**src/rtl/dcache_store_buf.sv**
```systemverilog
// Coalescing store buffer with load priority on one SRAM port (load data 1 cycle after accept); DCACHE_SB_FWD_EN adds load forwarding.
// oReqRdy drops during flush and for loads when full; without forwarding it also drops for loads that hit a buffered store.
module dcache_store_buf #(
  parameter int DEPTH  = 4,
  parameter int ADDR_W = 12,
  parameter int DATA_W = 32
) (
  input  logic                clk,
  input  logic                rst,
  input  logic                iReqEn,
  input  logic                iReqWr,
  input  logic [ADDR_W-1:0]   iReqAddr,
  input  logic [DATA_W/8-1:0] iReqMask,
  input  logic [DATA_W-1:0]   iReqData,
  output logic                oReqRdy,
  output logic                oRdValid,
  output logic [DATA_W-1:0]   oRdData,
  output logic                oSramCen,
  output logic                oSramWe,
  output logic [ADDR_W-1:0]   oSramAddr,
  output logic [DATA_W/8-1:0] oSramMask,
  output logic [DATA_W-1:0]   oSramWData,
  input  logic [DATA_W-1:0]   iSramRData,
  input  logic                iFlush,
  output logic                oFlushDone,
  output logic                oEmpty,
  output logic                oFull
);
  localparam int MASK_W = DATA_W / 8;
  localparam int PTR_W  = $clog2(DEPTH);
  localparam int CNT_W  = $clog2(DEPTH + 1);

  typedef struct packed {
    logic              valid;
    logic [ADDR_W-1:0] addr;
    logic [MASK_W-1:0] mask;
    logic [DATA_W-1:0] data;
  } entry_t;

  typedef enum logic [1:0] {IDLE, FLUSH, DONE} state_t;

  entry_t            ent [DEPTH];
  logic [PTR_W-1:0]  head, tail;
  logic [CNT_W-1:0]  count;
  state_t            state, stateNext;
  logic              rdValidQ;

  logic              full, empty, reqRdy, reqAcc, loadAcc, storeAcc, drain, alloc, mergeHit;
  logic [DEPTH-1:0]  addrHit;
  logic [PTR_W-1:0]  mergeIdx;
  logic [DATA_W-1:0] mergedData;

`ifdef DCACHE_SB_FWD_EN
  logic [MASK_W-1:0] fwdMask, capMask;
  logic [DATA_W-1:0] fwdData, capData;
`endif

  always_comb begin
    full  = (count == CNT_W'(DEPTH));
    empty = (count == '0);
    for (int i = 0; i < DEPTH; i++) begin
      addrHit[i] = ent[i].valid && (ent[i].addr == iReqAddr);
    end

    reqRdy = 1'b0;
    if (state != FLUSH) begin
      if (iReqWr) begin
        reqRdy = 1'b1;
      end else begin
`ifdef DCACHE_SB_FWD_EN
        reqRdy = !full;
`else
        reqRdy = !full && !(|addrHit);
`endif
      end
    end
    reqAcc   = iReqEn && reqRdy;
    loadAcc  = reqAcc && !iReqWr;
    storeAcc = reqAcc && iReqWr;
    // Drain only in cycles with no accepted request, except when full so a store can still enter.
    drain    = !empty && (full || !reqAcc);

    mergeHit = 1'b0;
    mergeIdx = '0;
    for (int i = 0; i < DEPTH; i++) begin
      if (addrHit[i] && !(drain && (PTR_W'(i) == head))) begin
        mergeHit = 1'b1;
        mergeIdx = PTR_W'(i);
      end
    end
    alloc = storeAcc && !mergeHit;

    mergedData = ent[mergeIdx].data;
    for (int b = 0; b < MASK_W; b++) begin
      if (iReqMask[b]) mergedData[8*b +: 8] = iReqData[8*b +: 8];
    end
  end

`ifdef DCACHE_SB_FWD_EN
  always_comb begin
    fwdMask = '0;
    fwdData = '0;
    for (int i = 0; i < DEPTH; i++) begin
      if (addrHit[i]) begin
        fwdMask = fwdMask | ent[i].mask;
        fwdData = fwdData | ent[i].data;
      end
    end
  end
`endif

  always_comb begin
    oSramCen   = 1'b0;
    oSramWe    = 1'b0;
    oSramAddr  = '0;
    oSramMask  = '0;
    oSramWData = '0;
    if (!rst) begin
      if (loadAcc) begin
        oSramCen  = 1'b1;
        oSramAddr = iReqAddr;
      end else if (drain) begin
        oSramCen   = 1'b1;
        oSramWe    = 1'b1;
        oSramAddr  = ent[head].addr;
        oSramMask  = ent[head].mask;
        oSramWData = ent[head].data;
      end
    end
  end

  always_ff @(posedge clk or posedge rst) begin
    if (rst) begin
      head     <= '0;
      tail     <= '0;
      count    <= '0;
      rdValidQ <= 1'b0;
      for (int i = 0; i < DEPTH; i++) ent[i] <= '0;
`ifdef DCACHE_SB_FWD_EN
      capMask  <= '0;
      capData  <= '0;
`endif
    end else begin
      rdValidQ <= loadAcc;
`ifdef DCACHE_SB_FWD_EN
      if (loadAcc) begin
        capMask <= fwdMask;
        capData <= fwdData;
      end
`endif
      if (drain) begin
        ent[head].valid <= 1'b0;
        head            <= head + PTR_W'(1);
      end
      // When full, tail equals head: the allocate below must win over the pop above.
      if (storeAcc) begin
        if (mergeHit) begin
          ent[mergeIdx].mask <= ent[mergeIdx].mask | iReqMask;
          ent[mergeIdx].data <= mergedData;
        end else begin
          ent[tail] <= '{valid: 1'b1, addr: iReqAddr, mask: iReqMask, data: iReqData};
          tail      <= tail + PTR_W'(1);
        end
      end
      count <= count + {{(CNT_W-1){1'b0}}, alloc} - {{(CNT_W-1){1'b0}}, drain};
    end
  end

  always_ff @(posedge clk or posedge rst) begin
    if (rst) state <= IDLE;
    else     state <= stateNext;
  end

  always_comb begin
    stateNext = state;
    case (state)
      IDLE:    if (iFlush) stateNext = FLUSH;
      FLUSH:   if (empty)  stateNext = DONE;
      DONE:    stateNext = IDLE;
      default: stateNext = IDLE;
    endcase
  end

  always_comb begin
    oRdData = '0;
    if (rdValidQ) begin
`ifdef DCACHE_SB_FWD_EN
      for (int b = 0; b < MASK_W; b++) begin
        oRdData[8*b +: 8] = capMask[b] ? capData[8*b +: 8] : iSramRData[8*b +: 8];
      end
`else
      oRdData = iSramRData;
`endif
    end
  end

  assign oReqRdy    = reqRdy;
  assign oRdValid   = rdValidQ;
  assign oFlushDone = (state == DONE);
  assign oEmpty     = empty;
  assign oFull      = full;

endmodule

```
**config.mk**
```make
export PLATFORM = sky130hd
export DESIGN_NAME = dcache_store_buf
export DESIGN_NICKNAME = d
export VERILOG_FILES = /design/src/rtl/dcache_store_buf.sv
export SDC_FILE = /design/constraint.sdc
export NUM_CORES = 1
export LEC_CHECK = 0
export CAP_MARGIN = 15
export CELL_PAD_IN_SITES_DETAIL_PLACEMENT = 0
export CELL_PAD_IN_SITES_GLOBAL_PLACEMENT = 1
export CORE_ASPECT_RATIO = 1.5
export CORE_UTILIZATION = 41
export CTS_BUF_LIST = sky130_fd_sc_hd__clkbuf_8
export DETAILED_ROUTE_END_ITERATION = 10
export PLACE_DENSITY = 0.76
export SLEW_MARGIN = 5
export SYNTH_ARGS = -nofsm -noshare
export SYNTH_HDL_FRONTEND = slang
export SYNTH_SLANG_ARGS = --single-unit
```
**constraint.sdc**
```tcl
create_clock -name clk -period 7.05 [get_ports clk]
set_clock_uncertainty 0.15 [all_clocks]
set_input_delay 1.7625 -clock clk [delete_from_list [all_inputs] [get_ports clk]]
set_output_delay 1.7625 -clock clk [all_outputs]
set_load 0.03 [all_outputs]
```
# ---- Word-level counts from Yosys, hierarchy flattened
# Cells that the tools add are included.
dict set report totals {
  reg_bits 206
  output_inout_bits 87
  mem_bits_rw 0
  latch_bits 0
  wordCells 139
  romBits 0
  in_bits 85
  n_memories 0
}
dict set report classes {
  bitwise_logic 5
  addsub 4
  div_mod_pow 0
  multipliers 0
  n_eq_ne 13
  mux 52
  reduce_logical 38
  shifts 0
  order_cmp 6
}
# cell count
set ops {}
lappend ops {{196-bit bitwise mux} 4}
lappend ops {{196-bit two-way mux} 3}
lappend ops {{49-bit demux with 2-bit select} 4}
lappend ops {{49-bit binary-select mux with 2-bit select} 2}
lappend ops {{32-bit two-way mux} 5}
lappend ops {{36-bit two-way mux} 3}
lappend ops {{49-bit two-way mux} 2}
lappend ops {{48-bit two-way mux} 2}
lappend ops {{12-bit == test} 4}
lappend ops {{12-bit two-way mux} 3}
lappend ops {{8-bit two-way mux} 4}
lappend ops {{1-bit logical AND} 21}
lappend ops {{1-bit two-way mux} 12}
lappend ops {{4-bit two-way mux} 3}
lappend ops {{1-bit zero test} 10}
lappend ops {{3-bit greater-or-equal comparator, second input constant} 3}
lappend ops {{3-bit by 1-bit < comparator with 1-bit output, second input constant} 3}
lappend ops {{2-bit NOT with 3-bit output} 3}
lappend ops {{2-bit two-way mux} 4}
lappend ops {{2-bit by 1-bit adder with 2-bit output, second input constant} 2}
lappend ops {{2-bit == test, first input constant} 2}
lappend ops {{2-bit zero test} 2}
lappend ops {{2-bit inequality test, second input constant} 2}
lappend ops {{4-bit bitwise OR} 1}
lappend ops {{13 further kinds} 14}

# ---- Logic depth before layout (Yosys ltp)
# Gate-level depths: netlist of run 1.
dict set report depth {
  depth_word 26
  mapped_depth 16
  depth_no_buf 12
}

# ---- Least setup slack after synthesis of run 1
# OpenSTA, ideal clock, no wires.
dict set report synth_path {
  kind {in2out}
  from {input port iReqAddr[7]}
  to {output port oSramMask[0]}
  path_buffers 2
  arrival_time_ns 3.961
  slack_ns 1.177
  required_time_ns 5.137
  cell_stages 9
  cell_sequence {buf_2 > xnor2_1 > nand4_1 > nor4_2 > nor4_1 > a311o_1 > a21oi_2 > buf_2 > and2_1}
}
dict set report synth_between {
  elab_chain_cells 14
  elab_cells_between_ends 21
  classes_between {eq/ne (4); mux (5); reduce/logical (12)}
}
# item line_no
set synth_rtl {}
lappend synth_rtl {{start: declaration} 12} ;# input logic [ADDR_W-1:0] iReqAddr,
lappend synth_rtl {{12-bit == test} 62} ;# addrHit[i] = ent[i].valid && (ent[i].addr == iReqAddr);
lappend synth_rtl {{1-bit logical AND} 62}
lappend synth_rtl {{4-bit OR reduction *} 73} ;# reqRdy = !full && !(|addrHit);
lappend synth_rtl {{1-bit zero test *} 73}
lappend synth_rtl {{1-bit logical AND *} 73}
lappend synth_rtl {{1-bit two-way mux *} 67} ;# if (iReqWr) begin
lappend synth_rtl {{1-bit two-way mux *} 66} ;# if (state != FLUSH) begin
lappend synth_rtl {{1-bit logical AND *} 77} ;# reqAcc = iReqEn && reqRdy;
lappend synth_rtl {{1-bit zero test} 81} ;# drain = !empty && (full || !reqAcc);
lappend synth_rtl {{1-bit logical OR} 81}
lappend synth_rtl {{1-bit logical AND} 81}
lappend synth_rtl {{4-bit two-way mux} 122} ;# end else if (drain) begin
lappend synth_rtl {{4-bit two-way mux *} 119} ;# if (loadAcc) begin
lappend synth_rtl {{4-bit two-way mux *} 118} ;# if (!rst) begin
lappend synth_rtl {{end: declaration} 21} ;# output logic [DATA_W/8-1:0] oSramMask,
# Mark *: on every way between the ends. The rest lies on a longest branch, timed or not.

# ---- Final worst setup path of run 1
dict set report layout_path {
  from {input port iReqAddr[4]}
  to {output port oSramAddr[3]}
}
dict set report layout_between {
  elab_chain_cells 14
  elab_cells_between_ends 21
  classes_between {eq/ne (4); mux (5); reduce/logical (12)}
}
# item line_no
set layout_rtl {}
lappend layout_rtl {{12-bit == test} 62}
lappend layout_rtl {{1-bit logical AND} 62}
lappend layout_rtl {{4-bit OR reduction *} 73}
lappend layout_rtl {{1-bit zero test *} 73}
lappend layout_rtl {{1-bit logical AND *} 73}
lappend layout_rtl {{1-bit two-way mux *} 67}
lappend layout_rtl {{1-bit two-way mux *} 66}
lappend layout_rtl {{1-bit logical AND *} 77}
lappend layout_rtl {{1-bit zero test} 81}
lappend layout_rtl {{1-bit logical OR} 81}
lappend layout_rtl {{1-bit logical AND} 81}
lappend layout_rtl {{12-bit two-way mux} 122}
lappend layout_rtl {{12-bit two-way mux *} 119}
lappend layout_rtl {{12-bit two-way mux *} 118}
lappend layout_rtl {{end: declaration} 20} ;# output logic [ADDR_W-1:0] oSramAddr,
# Marks and branches as above.

==> results of run 1 <==
registers in the layout, indices dropped and copies added (netlist names):
signal    flops
ent         196
count         3
head          2
state         2
tail          2
oRdValid      1
cells by family (layout without fill, tap and decap cells):
family	after synthesis	after routing	share of synthesized area [%]
simple gates	286	286	12.2
flops	206	206	42.7
fa+ha+maj	11	11	1.20
buf+inv	113	286	4.03
xor+xnor	52	52	3.77
compound gates	256	256	17.0
mux	149	149	19.1
per-layer routing:
layer  vias to the layer above  GRT usage (%)  part of all wire, %
li1                       4305              -                    -
met1                      4821           29.8                   39
met2                       341           45.1                   53
met3                        93           2.91                  4.6
met4                         0           9.79                  3.2
met5                         -              0                    0
area by class of cell:
cell class | instances | area [µm²]
multi-input cells | 754 | 6480
fillers | 2617 | 13900
flip-flops and latches | 206 | 5160
repair buffers | 194 | 2000
well taps | 390 | 488
inverters | 38 | 146
clock buffers | 41 | 564
clock inverters | 13 | 52.6
report_power, final:
| part | total, µW | internal [µW] | leakage, µW | switching [µW] |
|---|---|---|---|---|
| Combinational | 2680 | 1450 | 0.00337 | 1230 |
| Sequential | 2230 | 1720 | 0.00261 | 513 |
| Clock | 1000 | 521 | 0.000360 | 483 |
worst max path at each step:
| stage | from | to | slack [ns] |
|---|---|---|---|
| after global routing | iReqAddr[1] | oSramWData[3] | 0.14 |
| after CTS | iReqAddr[1] | oSramWData[3] | 0.1 |
| after floorplan | iReqAddr[7] | oSramMask[0] | 1.18 |
| after global placement | iReqAddr[1] | oSramAddr[5] | 0.17 |
| after detailed placement | iReqAddr[1] | oSramWData[3] | 0.09 |
| final | iReqAddr[4] | oSramAddr[3] | 0.38 |
cell usage in the layout, fill, tap and decap left out, drive strengths merged, types with 8 or more instances in the layout:
cell type        n
mux4            48
a211o           25
o221ai          36
mux2            98
a221o            9
clkdlybuf4s50  121
ha              10
a21boi          19
clkbuf          41
nor3            15
inv             46
o211ai          25
and2            78
xnor2           52
o221a            8
nand3           37
o21ai           34
nand2          108
nor2            21
buf             73
a22o            14
nand4            8
a21oi           39
dfrtp          206
a32oi           10
per-stage QoR:
step | std cells | power, µW | hold slack [ns]
after floorplan | 1073 | 3980 | 0.260
after global placement | 1582 | 4880 | 0.288
after detailed placement | 1582 | 4940 | 0.282
after CTS | 1636 | 5970 | 0.289
after global routing | 1636 | 6280 | 0.305
final | 1636 | 5910 | 0.286
what timing repair did:
item / CTS / global route
buffers inserted: 0 / 0
gates resized for setup: 0 / 1
setup endpoints to repair: 0 / 49
==> report_table.html, run 1 <==
<table>
<tr><th>Metric</th><th>Value</th></tr>
<tr><th colspan="2">Drt</th></tr>
<tr><td>Average detailed-routed wire length per instance</td><td>22.3 µm</td></tr>
<tr><td>Antenna Violating Nets Remaining</td><td>0</td></tr>
<tr><td>Remaining design rule violation count</td><td>0</td></tr>
<tr><td>Per-cell via count in the routed design</td><td>5.84</td></tr>
<tr><td>Number of vias in the routed layout</td><td>9,560</td></tr>
<tr><td>Number of design-rule violations left by the first detailed-router iteration</td><td>621</td></tr>
<tr><td>Total routed wirelength</td><td>36,500 µm</td></tr>
<tr><td>Total iterations of the first detailed-routing run</td><td>7</td></tr>
<tr><th colspan="2">Synth</th></tr>
<tr><td>Number of instances in the synthesized netlist</td><td>1,073</td></tr>
<tr><td>Asr flop ratio synth</td><td>100%</td></tr>
<tr><td>Avg Synthesized Cell Area</td><td>11.3 µm²</td></tr>
<tr><td>Cell with the most instances after synthesis</td><td>sky130_fd_sc_hd__dfrtp_1</td></tr>
<tr><td>Total standard cell area after synthesis</td><td>0.0121 mm²</td></tr>
<tr><td>Share of the synthesized area in the top cell type</td><td>42.7%</td></tr>
<tr><td>Register area share after synthesis</td><td>42.7%</td></tr>
<tr><td>Top cells by instance count after synthesis</td><td>sky130_fd_sc_hd__dfrtp_1, sky130_fd_sc_hd__nand2_1, sky130_fd_sc_hd__and2_1, sky130_fd_sc_hd__mux2_2, sky130_fd_sc_hd__xnor2_1</td></tr>
<tr><td>Number of synthesized flops with an enable pin</td><td>0</td></tr>
<tr><td>Cell type with the highest aggregate area in the netlist</td><td>sky130_fd_sc_hd__dfrtp_1</td></tr>
<tr><td>Number of synthesized register bits</td><td>206</td></tr>
<tr><td>Syn_nets</td><td>1,169</td></tr>
<tr><td>Count of distinct cell types in the synthesized netlist</td><td>73</td></tr>
<tr><td>Top area cells in the synthesized netlist</td><td>sky130_fd_sc_hd__dfrtp_1, sky130_fd_sc_hd__mux4_2, sky130_fd_sc_hd__mux2_2</td></tr>
<tr><td>Number of warnings issued by yosys</td><td>0</td></tr>
<tr><td>Most common flop cell mapped by yosys</td><td>sky130_fd_sc_hd__dfrtp_1</td></tr>
<tr><th colspan="2">GRT</th></tr>
<tr><td>GRT Resource Usage Total</td><td>24.9%</td></tr>
<tr><td>Maximum number of pins on one net before global-route repair</td><td>138</td></tr>
<tr><td>Global-route wire length before repair</td><td>57,400 µm</td></tr>
<tr><td>Total global routing overflow</td><td>0</td></tr>
<tr><td>Number of antenna violations at the first check in global routing</td><td>0</td></tr>
<tr><td>Vias in the first global route</td><td>9,970</td></tr>
<tr><th colspan="2">Setup path</th></tr>
<tr><td>Kind of launch point of the worst setup path</td><td>input pin</td></tr>
<tr><td>CP Data Arrival Time</td><td>4.76 ns</td></tr>
<tr><td>Number of cells on the worst reg-to-reg path</td><td>8</td></tr>
<tr><td>Critical path, cell by cell</td><td>clkdlybuf4s50_1 &gt; xnor2_1 &gt; nand4_1 &gt; nor4_2 &gt; nor4_1 &gt; a311o_1 &gt; a21oi_4 &gt; buf_4 &gt; a22o_1 &gt; buf_12</td></tr>
<tr><td>RR Endpoint</td><td>ent[49]</td></tr>
<tr><td>Buf+Inv Stages, Crit Path</td><td>3</td></tr>
<tr><td>Type of the worst setup path</td><td>in -&gt; out</td></tr>
<tr><td>Critical path depth</td><td>10</td></tr>
<tr><td>Reg2Reg Setup Slack</td><td>2.59 ns</td></tr>
<tr><td>Cell with the biggest individual delay on the critical path</td><td>sky130_fd_sc_hd__clkdlybuf4s50_1</td></tr>
<tr><td>Worst-path fanout max</td><td>11</td></tr>
<tr><td>Capturing element type of the critical path</td><td>output pin</td></tr>
<tr><td>Worst path max stage delay</td><td>0.60 ns</td></tr>
<tr><td>Required time of the critical path</td><td>5.14 ns</td></tr>
<tr><td>Reg2reg start</td><td>head[1]</td></tr>
<tr><td>Top Family by Delay on Critical Path</td><td>buffers and inverters</td></tr>
<tr><th colspan="2">Layout</th></tr>
<tr><td>Number of antenna diodes</td><td>0</td></tr>
<tr><td>Total non-filler cell area in the finished layout</td><td>0.0149 mm²</td></tr>
<tr><td>Layout Nets</td><td>1,325</td></tr>
<tr><td>End-of-flow core utilization</td><td>51.7%</td></tr>
<tr><td>Share of final-layout standard cells stronger than drive strength 1</td><td>24.6%</td></tr>
<tr><td>Post-synthesis to final-layout area growth</td><td>23.2%</td></tr>
<tr><th colspan="2">Clock tree</th></tr>
<tr><td>Hold_buf cts</td><td>0</td></tr>
<tr><td>TritonCTS clock tree</td><td>done</td></tr>
<tr><td>H-Tree Depth</td><td>2</td></tr>
<tr><td>CTS clock-pin slew for the worst setup and hold paths</td><td>0.05 ns</td></tr>
<tr><td>Clock insertion delay at the later pin of the skew report</td><td>0.54 ns</td></tr>
<tr><td>Clk root buf</td><td>sky130_fd_sc_hd__clkbuf_8</td></tr>
<tr><td>Clock Tree Buf Depth</td><td>3</td></tr>
<tr><td>Sink Count</td><td>206</td></tr>
<tr><td>Clock buffers created by TritonCTS</td><td>35</td></tr>
<tr><th colspan="2">Power and ir drop</th></tr>
<tr><td>Static leakage</td><td>0.00635 µW</td></tr>
<tr><td>Worst vdd ir</td><td>201 µV</td></tr>
<tr><td>Areal power density over the cells</td><td>397 mW/mm²</td></tr>
<tr><th colspan="2">Placed design</th></tr>
<tr><td>Final RePlAce weighted congestion</td><td>0.811</td></tr>
<tr><td>Area post-placement</td><td>0.0143 mm²</td></tr>
<tr><td>DP Wirelength</td><td>24,400 µm</td></tr>
<tr><td>Worst slack at placement</td><td>0.0944 ns</td></tr>
<tr><td>Count of buffers from port buffering</td><td>171</td></tr>
<tr><th colspan="2">Timing</th></tr>
<tr><td>Setup slack of the critical path after layout</td><td>0.379 ns</td></tr>
<tr><td># setup viols final</td><td>0</td></tr>
<tr><td>Max-slew headroom at the worst pin</td><td>26.0%</td></tr>
<tr><td>Period minus WS final</td><td>6.67 ns</td></tr>
<tr><td>Pins Over Slew Limit</td><td>0</td></tr>
<tr><td>Post-route clock period utilization</td><td>94.6%</td></tr>
<tr><td>Worst Max-Slew Pin Slew</td><td>1.10 ns</td></tr>
<tr><td>Maximum achievable frequency</td><td>150 MHz</td></tr>
<tr><td>Setup repair after global routing missed its margin</td><td>false</td></tr>
<tr><td>Post-Route Setup TNS</td><td>0 ns</td></tr>
<tr><td>Hold Fails Final Rpt</td><td>0</td></tr>
<tr><th colspan="2">Die</th></tr>
<tr><td>Placement row count</td><td>76</td></tr>
<tr><td>Die height</td><td>212 µm</td></tr>
<tr><td>Core Region</td><td>0.0288 mm²</td></tr>
<tr><td>I/O pin count</td><td>172</td></tr>
<tr><td>Die W</td><td>142 µm</td></tr>
<tr><td>Die footprint</td><td>0.0302 mm²</td></tr>
<tr><td>Starting utilization of the core area</td><td>41.9%</td></tr>
<tr><th colspan="2">Min path</th></tr>
<tr><td>Hold Crit Start</td><td>state[1]</td></tr>
<tr><td>Hold depth</td><td>1</td></tr>
<tr><td>End of the worst hold path</td><td>state[0]</td></tr>
<tr><td>Class of the tightest hold or removal check</td><td>reg -&gt; reg</td></tr>
<tr><th colspan="2">Job</th></tr>
<tr><td>Max-Cap Viols</td><td>0</td></tr>
<tr><th colspan="2">Run status</th></tr>
<tr><td>Result of the run</td><td>completed</td></tr>
</table>
No activity file was read; power rests on OpenSTA's default activity.
==> inputs of run 2 (changes only) <==
--- a/config.mk
+++ b/config.mk
@@ -9,10 +9,10 @@
 export CELL_PAD_IN_SITES_DETAIL_PLACEMENT = 0
 export CELL_PAD_IN_SITES_GLOBAL_PLACEMENT = 1
 export CORE_ASPECT_RATIO = 1.5
-export CORE_UTILIZATION = 41
+export CORE_UTILIZATION = 30
 export CTS_BUF_LIST = sky130_fd_sc_hd__clkbuf_8
 export DETAILED_ROUTE_END_ITERATION = 10
-export PLACE_DENSITY = 0.76
+export PLACE_DENSITY = 0.58
 export SLEW_MARGIN = 5
 export SYNTH_ARGS = -nofsm -noshare
 export SYNTH_HDL_FRONTEND = slang
==> run 2 against run 1 <==
  * The run now ends with DRC left
  * Total power rose by 5.3%
  * Sequential share of layout area fell by 1.2 points
  * Hold slack improved by 0.026 ns
  * Via count about the same
  * Global-route usage decreased by 4.7 points
  * Clock power is 20% higher
  * Die area up 36%
  * Combinational power increased by 6%
  * Critical path depth unchanged
  * Sequential power down 2%
  * Routed wire length up 12%
  * Core utilization decreased by 13 points
  * Largest cell class unchanged
==> report_table.html, run 2 (synthesis gave the netlist of run 1 again) <==
<table>
<tr><th>Metric</th><th>Value</th></tr>
<tr><th colspan="2">Run status</th></tr>
<tr><td>Result of the run</td><td>complete, but fails checks</td></tr>
<tr><td>Failing checks</td><td>DRC</td></tr>
<tr><th colspan="2">Clock tree</th></tr>
<tr><td>Clock Tree Buf Depth</td><td>3 (unchanged)</td></tr>
<tr><td>CTS clock-pin slew for the worst setup and hold paths</td><td>0.06 ns (about the same)</td></tr>
<tr><td>Hold_buf cts</td><td>0 (unchanged)</td></tr>
<tr><td>Sink Count</td><td>206 (unchanged)</td></tr>
<tr><td>Clock buffers created by TritonCTS</td><td>39 (+11%)</td></tr>
<tr><td>TritonCTS clock tree</td><td>done</td></tr>
<tr><td>Post-CTS resize count</td><td>0 (unchanged)</td></tr>
<tr><td>Clk root buf</td><td>sky130_fd_sc_hd__clkbuf_8</td></tr>
<tr><td>H-Tree Depth</td><td>2 (unchanged)</td></tr>
<tr><td># Post-CTS Setup Buffers</td><td>0 (unchanged)</td></tr>
<tr><td>Clock insertion delay at the later pin of the skew report</td><td>0.57 ns (+0.03 ns)</td></tr>
<tr><th colspan="2">Die</th></tr>
<tr><td>Starting utilization of the core area</td><td>30.6% (-11 points)</td></tr>
<tr><td>Die footprint</td><td>0.0411 mm² (+36%)</td></tr>
<tr><td>Die W</td><td>166 µm (+17%)</td></tr>
<tr><td>Placement row count</td><td>89 (+17%)</td></tr>
<tr><td>Die height</td><td>248 µm (+17%)</td></tr>
<tr><td>I/O pin count</td><td>172 (unchanged)</td></tr>
<tr><td>Core Region</td><td>0.0395 mm² (+37%)</td></tr>
<tr><th colspan="2">Drt</th></tr>
<tr><td>Total routed wirelength</td><td>40,900 µm (+12%)</td></tr>
<tr><td>Number of vias in the routed layout</td><td>9,555 (-0.052%)</td></tr>
<tr><td>Remaining design rule violation count</td><td>6 (+6)</td></tr>
<tr><td>Total iterations of the first detailed-routing run</td><td>10 (+3)</td></tr>
<tr><td>Average detailed-routed wire length per instance</td><td>23.0 µm (+3.1%)</td></tr>
<tr><td>Antenna Violating Nets Remaining</td><td>0 (unchanged)</td></tr>
<tr><td>Per-cell via count in the routed design</td><td>5.38 (-7.9%)</td></tr>
<tr><td>Number of design-rule violations left by the first detailed-router iteration</td><td>637 (+2.6%)</td></tr>
<tr><th colspan="2">Setup path</th></tr>
<tr><td>Number of cells on the worst reg-to-reg path</td><td>13 (+5)</td></tr>
<tr><td>Worst path max stage delay</td><td>0.60 ns (about the same)</td></tr>
<tr><td>RR Endpoint</td><td>count[2]</td></tr>
<tr><td>Reg2Reg Setup Slack</td><td>2.96 ns (+0.37 ns)</td></tr>
<tr><td>Capturing element type of the critical path</td><td>output pin</td></tr>
<tr><td>Kind of launch point of the worst setup path</td><td>input pin</td></tr>
<tr><td>Reg2reg start</td><td>head[1]</td></tr>
<tr><td>CP Data Arrival Time</td><td>4.83 ns (+0.07 ns)</td></tr>
<tr><td>Critical path, cell by cell</td><td>clkdlybuf4s50_1 &gt; xnor2_1 &gt; nand3_1 &gt; nor4_1 &gt; nor4_1 &gt; a311o_1 &gt; a21oi_4 &gt; buf_4 &gt; and2_1 &gt; buf_12</td></tr>
<tr><td>Worst-path fanout max</td><td>27 (+16)</td></tr>
<tr><td>Cell with the biggest individual delay on the critical path</td><td>sky130_fd_sc_hd__clkdlybuf4s50_1</td></tr>
<tr><td>Required time of the critical path</td><td>5.14 ns (about the same)</td></tr>
<tr><td>Most prevalent standard cell on the critical path</td><td>sky130_fd_sc_hd__nor4_1</td></tr>
<tr><td>Type of the worst setup path</td><td>in -&gt; out</td></tr>
<tr><th colspan="2">GRT</th></tr>
<tr><td>Global-route wire length before repair</td><td>63,400 µm (+11%)</td></tr>
<tr><td>Maximum number of pins on one net before global-route repair</td><td>169 (+22%)</td></tr>
<tr><td>Vias in the first global route</td><td>10,200 (+2.7%)</td></tr>
<tr><td>GRT Resource Usage Total</td><td>20.2% (-4.7 points)</td></tr>
<tr><td>Number of antenna violations at the first check in global routing</td><td>2 (+2)</td></tr>
<tr><td>Total global routing overflow</td><td>0 (unchanged)</td></tr>
<tr><th colspan="2">Placed design</th></tr>
<tr><td>Area post-placement</td><td>0.0146 mm² (+2.5%)</td></tr>
<tr><td>DP Wirelength</td><td>27,100 µm (+11%)</td></tr>
<tr><td>Count of buffers from port buffering</td><td>171 (unchanged)</td></tr>
<tr><td>Final RePlAce weighted congestion</td><td>0.783 (-3.4%)</td></tr>
<tr><th colspan="2">Power and ir drop</th></tr>
<tr><td>Overall power consumption</td><td>6230 µW (+5.3%)</td></tr>
<tr><td>Static leakage</td><td>0.00653 µW (+3.0%)</td></tr>
<tr><td>Areal power density over the cells</td><td>404 mW/mm² (+1.7%)</td></tr>
<tr><td>Worst vdd ir</td><td>191 µV (-4.9%)</td></tr>
<tr><th colspan="2">Layout</th></tr>
<tr><td>Fill cell instance count of the final layout</td><td>3,842 (+47%)</td></tr>
<tr><td>End-of-flow core utilization</td><td>39.0% (-13 points)</td></tr>
<tr><td>Share of final-layout standard cells stronger than drive strength 1</td><td>26.0% (+1.3 points)</td></tr>
<tr><td>Post-synthesis to final-layout area growth</td><td>27.6%</td></tr>
<tr><td>Most used cells in the layout excluding fill and tap cells</td><td>sky130_fd_sc_hd__dfrtp_1, sky130_fd_sc_hd__clkdlybuf4s50_1, sky130_fd_sc_hd__nand2_1, sky130_fd_sc_hd__and2_1, sky130_fd_sc_hd__mux2_2</td></tr>
<tr><td>Leading registers by flop count</td><td>ent x196, count x3</td></tr>
<tr><td>Most flop-heavy register</td><td>ent</td></tr>
<tr><td>Most frequent standard cell in the layout excluding fill and tap cells</td><td>sky130_fd_sc_hd__dfrtp_1</td></tr>
<tr><td>Total non-filler cell area in the finished layout</td><td>0.0154 mm² (+3.5%)</td></tr>
<tr><td>Layout Nets</td><td>1,339 (+1.1%)</td></tr>
<tr><td>Number of flip-flops under the largest register name</td><td>196 (unchanged)</td></tr>
<tr><th colspan="2">Timing</th></tr>
<tr><td>Setup repair after global routing missed its margin</td><td>false</td></tr>
<tr><td>Max-slew headroom at the worst pin</td><td>25.7% (-0.29 points)</td></tr>
<tr><td># setup viols final</td><td>0 (unchanged)</td></tr>
<tr><td>Maximum achievable frequency</td><td>148 MHz (-1.1%)</td></tr>
<tr><td>Hold_ws</td><td>0.312 ns (+0.0259 ns)</td></tr>
<tr><td>Post-route clock period utilization</td><td>95.6% (+1.0 points)</td></tr>
<tr><td>Worst Max-Slew Pin Slew</td><td>1.11 ns (+0.00429 ns)</td></tr>
<tr><td>Post-Route Setup TNS</td><td>0 ns (unchanged)</td></tr>
<tr><td>Hold Fails Final Rpt</td><td>0 (unchanged)</td></tr>
<tr><td>Pins Over Slew Limit</td><td>0 (unchanged)</td></tr>
<tr><td>Period minus WS final</td><td>6.74 ns (+0.0710 ns)</td></tr>
<tr><th colspan="2">Min path</th></tr>
<tr><td>Hold depth</td><td>1 (unchanged)</td></tr>
<tr><td>Class of the tightest hold or removal check</td><td>reg -&gt; reg</td></tr>
<tr><td>End of the worst hold path</td><td>state[0]</td></tr>
<tr><td>Hold Crit Start</td><td>state[1]</td></tr>
<tr><th colspan="2">Job</th></tr>
<tr><td>Max-Cap Viols</td><td>0 (unchanged)</td></tr>
</table>
-- run 2: changes by cell type in the layout (fill, tap and decap cells not counted), sizes merged --
cell	previous run	this run
diode	0	1
buf	73	83
clkbuf	41	51
clkinv	4	6
clkinvlp	1	2
inv	46	51
-- run 2: how the worst max path moves through the flow --
stage	startpoint	endpoint	slack, ns	cells past startpoint
2_1_floorplan	iReqAddr[7]	oSramMask[0]	1.18	9
3_3_place_gp	iReqAddr[11]	oSramWData[26]	0.37	10
3_5_place_dp	iReqAddr[11]	oSramWData[25]	0.26	10
4_1_cts	iReqAddr[11]	oSramWData[25]	0.25	10
5_1_grt	iReqAddr[11]	oSramWData[26]	0.03	10
6_report	iReqAddr[11]	oSramWData[25]	0.31	10
-- run 2: area by class of cell --
class | instances | area (µm²) | area share [%]
Tap cell | 500 | 626 | 4.06
Multi-Input combinational cell | 754 | 6480 | 42.1
Clock buffer | 51 | 702 | 4.56
Clock inverter | 21 | 93.8 | 0.609
Inverter | 38 | 146 | 0.950
Antenna cell | 1 | 2.50 | 0.0162
Timing Repair Buffer | 204 | 2200 | 14.3
Sequential cell | 206 | 5160 | 33.5
-- run 2: stage by stage --
step | std cells | setup slack, ns
6_report | 1775 | 0.308
5_1_grt | 1775 | 0.0296
4_1_cts | 1774 | 0.248
3_5_place_dp | 1702 | 0.260
3_3_place_gp | 1702 | 0.370
2_1_floorplan | 1073 | 1.18
-- run 2: critical path: cells and delay by family --
family | cells | cell delay [ns]
AO/OA/AOI/OAI | 2 | 0.66
XOR/XNOR | 1 | 0.30
buffers and inverters | 3 | 1.03
AND/OR/NAND/NOR | 4 | 1.06
-- run 2: report_power, final --
part	internal [µW]	switching (µW)
Clock	650	554
Combinational	1520	1320
Sequential	1720	469
-- run 2: layer usage --
layer | part of all wire, % | global-route usage (%)
met5 | 0.032 | 0
met4 | 2.8 | 7.83
met3 | 3.8 | 2.44
met2 | 52 | 36.8
met1 | 41 | 24.3
